### src/rtl/nrisc_pkg.sv
// Shared encodings for the nRISC multicycle control path.
// Opcodes, FSM state codes, ALU-control op codes and datapath mux selects.
// Pure declarations; no logic.
package nrisc_pkg;

  typedef enum logic [2:0] {
    OP_ARIT = 3'b000,
    OP_LOGI = 3'b001,
    OP_LW   = 3'b010,
    OP_SW   = 3'b011,
    OP_BEQ  = 3'b100,
    OP_JMP  = 3'b101,
    OP_ADDI = 3'b110,
    OP_HALT = 3'b111
  } opcode_t;

  typedef enum logic [2:0] {
    INICIO     = 3'd0,
    BUSCA      = 3'd1,
    DECODIFICA = 3'd2,
    EXECUTA    = 3'd3,
    MEMORIA    = 3'd4,
    ESCRITA    = 3'd5,
    PARADO     = 3'd6,
    ERRO       = 3'd7
  } estado_t;

  // ula_op codes seen by the ALU-control decoder
  localparam logic [1:0] ULAOP_ARIT = 2'b00;  // ADD/SUB chosen by funct
  localparam logic [1:0] ULAOP_LOGI = 2'b01;  // SLT/NOT chosen by funct
  localparam logic [1:0] ULAOP_ADD  = 2'b10;  // plain add (PC+1, addresses)
  localparam logic [1:0] ULAOP_ADDI = 2'b11;  // add immediate

  // ula_src_b mux
  localparam logic [1:0] SRCB_REG = 2'b00;
  localparam logic [1:0] SRCB_UM  = 2'b01;
  localparam logic [1:0] SRCB_IMM = 2'b10;

  // pc_source mux
  localparam logic [1:0] PCSRC_ULA    = 2'b00;
  localparam logic [1:0] PCSRC_ULAREG = 2'b01;
  localparam logic [1:0] PCSRC_JUMP   = 2'b10;

endpackage

### src/rtl/controle_multiciclo_contador_espera.sv
// Memory wait-cycle counter: counts cycles spent waiting on mem_ready.
// limite is combinational from the count; it rises on the MAX-th waiting cycle.
// No backpressure; clear has priority over inc.
module contador_espera #(
  parameter int MAX = 15
) (
  input  logic clk,
  input  logic rst_n,
  input  logic clear,
  input  logic inc,
  output logic limite
);

  localparam int W = $clog2(MAX + 1);

  logic [W-1:0] cnt;

  // count waited cycles; cleared whenever the FSM is not stalled on memory
  always_ff @(posedge clk or negedge rst_n) begin
    if (!rst_n) begin
      cnt <= '0;
    end else if (clear) begin
      cnt <= '0;
    end else if (inc) begin
      cnt <= cnt + 1'b1;
    end
  end

  // cnt holds waits already completed, so the current wait is the last allowed one
  assign limite = (cnt == W'(MAX - 1));

endmodule

### src/rtl/controle_multiciclo.sv
// Multicycle control FSM for the nRISC core (fetch/decode/execute/memory/writeback).
// Outputs are combinational from the registered state (ir_write/pc_write also follow mem_ready).
// Memory stalls hold mem_req until mem_ready; MAX_ESPERA idle cycles trap into ERRO.
module controle_multiciclo
  import nrisc_pkg::*;
#(
  parameter int MAX_ESPERA = 15
) (
  input  logic       clk,
  input  logic       rst_n,
  input  logic [7:0] instr,
  input  logic       ula_zero,
  input  logic       mem_ready,
  output logic       mem_req,
  output logic       mem_we,
  output logic       iord,
  output logic       ir_write,
  output logic       pc_write,
  output logic       pc_write_cond,
  output logic [1:0] pc_source,
  output logic       ula_src_a,
  output logic [1:0] ula_src_b,
  output logic [1:0] ula_op,
  output logic       ula_funct,
  output logic       reg_write,
  output logic       mem_to_reg,
  output logic [2:0] estado,
  output logic       erro
);

  estado_t estado_r, estado_nxt;
  opcode_t opcode;
  logic    em_espera;
  logic    limite;

  assign opcode    = opcode_t'(instr[7:5]);
  assign estado    = estado_r;
  assign em_espera = (estado_r == BUSCA) || (estado_r == MEMORIA);

  // the zero flag is gated with pc_write_cond in the datapath; the immediate bits feed the ALU
  logic unused_ok;
  assign unused_ok = ^{ula_zero, instr[4:1]};

  contador_espera #(.MAX(MAX_ESPERA)) u_espera (
    .clk    (clk),
    .rst_n  (rst_n),
    .clear  (!em_espera || mem_ready),
    .inc    (em_espera && !mem_ready),
    .limite (limite)
  );

  // state register; async reset forces INICIO so every output drops immediately
  always_ff @(posedge clk or negedge rst_n) begin
    if (!rst_n) begin
      estado_r <= INICIO;
    end else begin
      estado_r <= estado_nxt;
    end
  end

  // next-state and datapath strobes for the current state
  always_comb begin
    estado_nxt    = estado_r;
    mem_req       = 1'b0;
    mem_we        = 1'b0;
    iord          = 1'b0;
    ir_write      = 1'b0;
    pc_write      = 1'b0;
    pc_write_cond = 1'b0;
    pc_source     = PCSRC_ULA;
    ula_src_a     = 1'b0;
    ula_src_b     = SRCB_REG;
    ula_op        = ULAOP_ARIT;
    ula_funct     = 1'b0;
    reg_write     = 1'b0;
    mem_to_reg    = 1'b0;
    erro          = 1'b0;

    case (estado_r)
      INICIO: estado_nxt = BUSCA;

      BUSCA: begin
        // fetch while the ALU computes PC+1; IR and PC latch only when data arrives
        mem_req   = 1'b1;
        ula_src_b = SRCB_UM;
        ula_op    = ULAOP_ADD;
        ir_write  = mem_ready;
        pc_write  = mem_ready;
        if (mem_ready)   estado_nxt = DECODIFICA;
        else if (limite) estado_nxt = ERRO;
      end

      DECODIFICA: begin
        // speculatively compute the branch target into the ALU register
        ula_src_b  = SRCB_IMM;
        ula_op     = ULAOP_ADD;
        estado_nxt = (opcode == OP_HALT) ? PARADO : EXECUTA;
      end

      EXECUTA: begin
        case (opcode)
          OP_ARIT: begin
            ula_src_a  = 1'b1;
            ula_op     = ULAOP_ARIT;
            ula_funct  = instr[0];
            estado_nxt = ESCRITA;
          end
          OP_LOGI: begin
            ula_src_a  = 1'b1;
            ula_op     = ULAOP_LOGI;
            ula_funct  = instr[0];
            estado_nxt = ESCRITA;
          end
          OP_LW, OP_SW: begin
            ula_src_a  = 1'b1;
            ula_src_b  = SRCB_IMM;
            ula_op     = ULAOP_ADD;
            estado_nxt = MEMORIA;
          end
          OP_ADDI: begin
            ula_src_a  = 1'b1;
            ula_src_b  = SRCB_IMM;
            ula_op     = ULAOP_ADDI;
            estado_nxt = ESCRITA;
          end
          OP_BEQ: begin
            // SUB sets ula_zero; the datapath qualifies pc_write_cond with it
            ula_src_a     = 1'b1;
            ula_op        = ULAOP_ARIT;
            ula_funct     = 1'b1;
            pc_write_cond = 1'b1;
            pc_source     = PCSRC_ULAREG;
            estado_nxt    = BUSCA;
          end
          OP_JMP: begin
            pc_write   = 1'b1;
            pc_source  = PCSRC_JUMP;
            estado_nxt = BUSCA;
          end
          OP_HALT: estado_nxt = PARADO;
        endcase
      end

      MEMORIA: begin
        mem_req = 1'b1;
        iord    = 1'b1;
        mem_we  = (opcode == OP_SW);
        if (mem_ready)   estado_nxt = (opcode == OP_LW) ? ESCRITA : BUSCA;
        else if (limite) estado_nxt = ERRO;
      end

      ESCRITA: begin
        reg_write  = 1'b1;
        mem_to_reg = (opcode == OP_LW);
        estado_nxt = BUSCA;
      end

      PARADO: estado_nxt = PARADO;

      ERRO: begin
        erro       = 1'b1;
        estado_nxt = ERRO;
      end
    endcase
  end

endmodule
### config.mk
export PLATFORM = sky130hd
export DESIGN_NAME = controle_multiciclo
export DESIGN_NICKNAME = d
export VERILOG_FILES = /design/src/rtl/nrisc_pkg.sv /design/src/rtl/controle_multiciclo_contador_espera.sv /design/src/rtl/controle_multiciclo.sv
export SDC_FILE = /design/constraint.sdc
export NUM_CORES = 1
export LEC_CHECK = 0
export BUFFER_PORTS_ARGS = -buffer_cell sky130_fd_sc_hd__buf_2
export CAP_MARGIN = 20
export CORE_MARGIN = 1.5
export CORE_UTILIZATION = 43
export DETAILED_ROUTE_END_ITERATION = 10
export PLACE_DENSITY_LB_ADDON = 0.3
export SKIP_CTS_REPAIR_TIMING = 1
export SYNTH_ARGS = -nofsm -noshare
export SYNTH_HDL_FRONTEND = slang
export SYNTH_SLANG_ARGS = --single-unit
### constraint.sdc
create_clock -name clk -period 1.6 [get_ports clk]
set_input_delay 0.24 -clock clk [delete_from_list [all_inputs] [get_ports clk]]
set_output_delay 0.24 -clock clk [all_outputs]
set_load 0.02 [all_outputs]
Word-level counts from Yosys, hierarchy flattened

Cells that the tools add are included.

Bits in registers: 7
Bits of input ports: 12
Output and inout bits: 20
Word-level logic and storage cells: 65

Add/subtract/negate cells: 1
Eq/ne operators: 15
Multiplexer cells: 30
Reduce and logical (&&, ||, !) cells: 17

Operator list:

| cell                  | count |
|---|---|
| $eq A3 B3 Y1 const B  | 8 |
| $pmux W3 S7           | 1 |
| $mux W3               | 5 |
| $mux W1               | 13 |
| $eq A3 B2 Y1 const B  | 4 |
| $pmux W2 S3           | 2 |
| $pmux W3 S4           | 1 |
| $reduce_or A2 Y1      | 6 |
| $mux W4               | 2 |
| $pmux W2 S2           | 2 |
| $eq A3 B1 Y1 const B  | 2 |
| $logic_not A3 Y1      | 2 |
| $reduce_or A3 Y1      | 2 |
| $reduce_or A6 Y1      | 1 |
| $add A4 B1 Y4 const B | 1 |
| $eq A4 B4 Y1 const B  | 1 |
| $mux W2               | 2 |
| $pmux W1 S2           | 2 |
| $logic_not A1 Y1      | 2 |
| $logic_or A1 B1 Y1    | 2 |
| $reduce_bool A2 Y1    | 1 |
| $logic_and A1 B1 Y1   | 1 |

Logic depth before layout (Yosys ltp)

Depth after elaboration: 5
Gate-level depth with buffers: 5
Gate-level depth less buffers: 5

By module

From an unflattened synthesis, not the netlist that was laid out.

Cell total of the unflattened synthesis: 80
Area total of the unflattened synthesis: 666.9 um^2

Modules (own cells, without submodules):

| module              | instances | cells each | area an instance (um^2) | seq. area each (um^2) |
|---|---|---|---|---|
| controle_multiciclo | 1         | 60         | 446.7                   | 75.1 |
| contador_espera     | 1         | 20         | 220.2                   | 100.1 |

Worst setup path after synthesis

No wires, ideal clock.

Path type: flip-flop to output port
From: reg estado_r[1], in the netlist estado[1]
To: out mem_we
Arrival time: 1.631 ns
Required time: 1.360 ns
Slack: -0.271 ns
Cell stages (with the launch flop): 4
Buffers on the path: 1
Cells stage by stage: dfrtp_1 > buf_2 > nor3_1 > and4_1

Cells in the longest elaborated chain, start to end: 2

RTL lines:

| item                     | line                      | text |
|---|---|---|
| start: declaration       | controle_multiciclo.sv:31 | `estado_t estado_r, estado_nxt;` |
| start signal: assignment | controle_multiciclo.sv:57 | `estado_r <= estado_nxt;` |
| $eq A3 B3 Y1             | controle_multiciclo.sv:79 | `case (estado_r)` |
| $mux W1                  | controle_multiciclo.sv:79 |  |
| end: declaration         | controle_multiciclo.sv:15 | `output logic mem_we,` |

Every way passes these cells.

Worst setup path in the final report

From: reg estado_r[2], in the netlist estado[2]
To: out ir_write

Cells in the longest elaborated chain, start to end: 2

RTL lines:

| item             | line                      | text |
|---|---|---|
| $eq A3 B1 Y1     | controle_multiciclo.sv:79 |  |
| $mux W1          | controle_multiciclo.sv:79 |  |
| end: declaration | controle_multiciclo.sv:17 | `output logic ir_write,` |

Every way passes these cells.

==> impl_metrics.ini <==
[layout]
antenna_cells = 0
area_delta_synth_final_pct = 45.0
multi_input_area_um2 = 420
final_nets = 119
drive_gt1_share_pct = 45.2
register_area_um2 = 178
nFillCells = 118

[global_routing]
grt-busiest-layer = met2
grt_max_degree = 13
grt_use_met1_pct = 27.9
grt_usage_pct = 20.0
grt_pass1_wl_um = 2170
use_met2_pct = 29.4
grt_pass1_vias = 491
grtUsageMet3_pct = 5.00
overflow = 0
antenna_found_initial = 0

[timing]
setup_viol = 2
fin_crit_sh_pct = 102
timing_hold_violations_final = 0
worst_slack_ps = -26.4
timing.fmax_mhz = 615
finalSetupTns_ps = -34.8
fin_hold_ws_ps = 309
period_minus_slack_ps = 1630
rsz0062_at_grt = yes
slew_headroom_pct = 81.0
fin_worst_skew_ps = 7.41
finalMaxSlewViolations = 0
worst-slew-pin-transition_ps = 280

[cts]
cts_max_level = 1
clk_pin_slew_ps = 50
cts_sinks = 7
insertion_delay_ps = 250
clock_path_buffers = 2
cts_tree = yes
cts_root_buf = clkbuf_4
numCtsBuffers = 3

[floorplan]
die_h_um = 40.5
dieArea_um2 = 1640
start_util_pct = 46.5
coreArea_um2 = 1300
num_rows = 13
chipWidth_um = 40.5
io_pins = 32

[synthesis]
synth.cell_area_um2 = 606
ys.flop_type = dfrtp_1
ys_ff_latch = 7
ys_types = 35
synth_fp_nets = 84
synth_edf_count = 0
synth_warnings = 0
ys_seq_area_share_pct = 28.9
syn_inst = 70
synthArstFlopShare_pct = 100
syn_avg_cell_area_um2 = 8.65

[power]
p_total_mw = 1.54
peakVddDrop_uv = 1010
powerDensity_nw_per_um2 = 1760
power_leakage_nw = 0.446

[outcome]
outcome = finished, violations left
violations = negative setup slack

[job]
maxCapViolations = 0

[hold_path]
min-delay-start = mem_ready
hold_depth = 2
hp-class = in2reg
worstHoldEndpoint = estado[2]

[route]
drc = 0
wl_per_cell_um = 12.9
vias_per_cell = 5.17
drtIter0Drc = 2
vias = 615
antenna_left = 0
firstDrtPassIters = 2
routed_wl_um = 1540

[critical_path]
r2r-end = u_espera.cnt[3]
crit_path_max_fanout = 5
start_kind = register
r2r_slack_ps = 210
critical_path_class = reg2out
worstReg2RegStart = estado[2]
worst_r2r_path_depth = 5
endpoint_kind = output pin
cp.required_ps = 1360
arrival_ps = 1390

[place]
place.gp.congestion = 0.766
dpl.hpwl_um = 1070
port_buffers = 26
==> placed cells by master (no fill, tap or decap), types with 2 or more instances in the layout <==
cell | synthesis | routed
buf_2 | 2 | 22
clkbuf_4 | 0 | 3
dfrtp_1 | 7 | 5
and2_1 | 3 | 3
nor2_1 | 10 | 10
o211ai_1 | 2 | 2
nor2b_1 | 5 | 5
inv_1 | 4 | 3
nor3_1 | 3 | 2
a211oi_1 | 2 | 2
nand2b_1 | 2 | 2
ha_1 | 2 | 2
buf_4 | 1 | 7
dfrtp_2 | 0 | 2
buf_6 | 1 | 4
nand2_1 | 3 | 3
a31oi_1 | 2 | 2
==> critical path, stage by stage, from the launching register on <==
cell     delay [ps]
dfrtp_1         420
buf_6           160
nor3b_4         250
nand2_1         110
inv_1            80
buf_6           110
==> stage by stage <==
step                cells  worst slack (ps)  area (µm²)  util, %
floorplan              70             -63.8         617        -
global placement      110               154         759     58.4
detailed placement    110               117         759     58.4
CTS                   114              -153         786     60.4
global route          119             -98.0         878     67.5
finish                119             -26.4         878     67.5
==> worst max path at each step <==
stage,from,endpoint,cells past startpoint
floorplan,estado[1],mem_we,3
global route,estado[2],ir_write,5
CTS,estado[1],pc_write,4
finish,estado[2],ir_write,5
detailed placement,estado[1],pc_write,4
global placement,estado[0],pc_write,4
==> synthesized netlist by cell type (2+ instances only) <==
cell type,n,area share [%]
xnor2_1,2,2.9
nand2b_1,2,2.1
inv_1,4,2.5
a31oi_1,2,2.1
a211oi_1,2,2.5
o211ai_1,2,2.5
nor2_1,10,6.2
nand2_1,3,1.9
nor3_1,3,2.5
and2_1,3,3.1
nor2b_1,5,5.2
ha_1,2,4.1
dfrtp_1,7,29
buf_2,2,1.7
==> kinds of logic (layout without fill, tap and decap cells) <==
group / count (synthesis) / count (layout) / share of synthesized area, %
AND/OR/NAND/NOR: 36 / 36 / 36.8
AO/OA/AOI/OAI: 14 / 14 / 18.6
buffers and inverters: 8 / 42 / 7.23
flip-flops: 7 / 7 / 28.9
XOR/XNOR: 3 / 3 / 4.34
adder cells (fa/ha/maj): 2 / 2 / 4.13
==> per-layer routing <==
layer | part of all wire, % | up-vias
li1 | - | 320
met1 | 47 | 281
met2 | 49 | 14
met3 | 4.2 | 0
met4 | 0 | 0
met5 | 0 | -
==> state kept, by name (all words and copies together) (netlist names) <==
register,flops
estado,3
u_espera.cnt,4
==> final cells by class <==
type                       instances  share of cell area [%]
tap                               15                    2.14
inverter                           4                    1.99
sequential                         7                    20.2
multi-input combinational         55                    47.9
timing repair buffer              34                    24.8
clock buffer                       4                    2.99
==> where the power goes <==
| group | switching [mW] | total, mW | internal (mW) | leakage (nW) |
|---|---|---|---|---|
| Sequential | 0.112 | 0.344 | 0.232 | 0.0883 |
| Clock | 0.0643 | 0.159 | 0.0951 | 0.0150 |
| Combinational | 0.565 | 1.04 | 0.474 | 0.343 |
No activity file was read; power rests on OpenSTA's default activity.
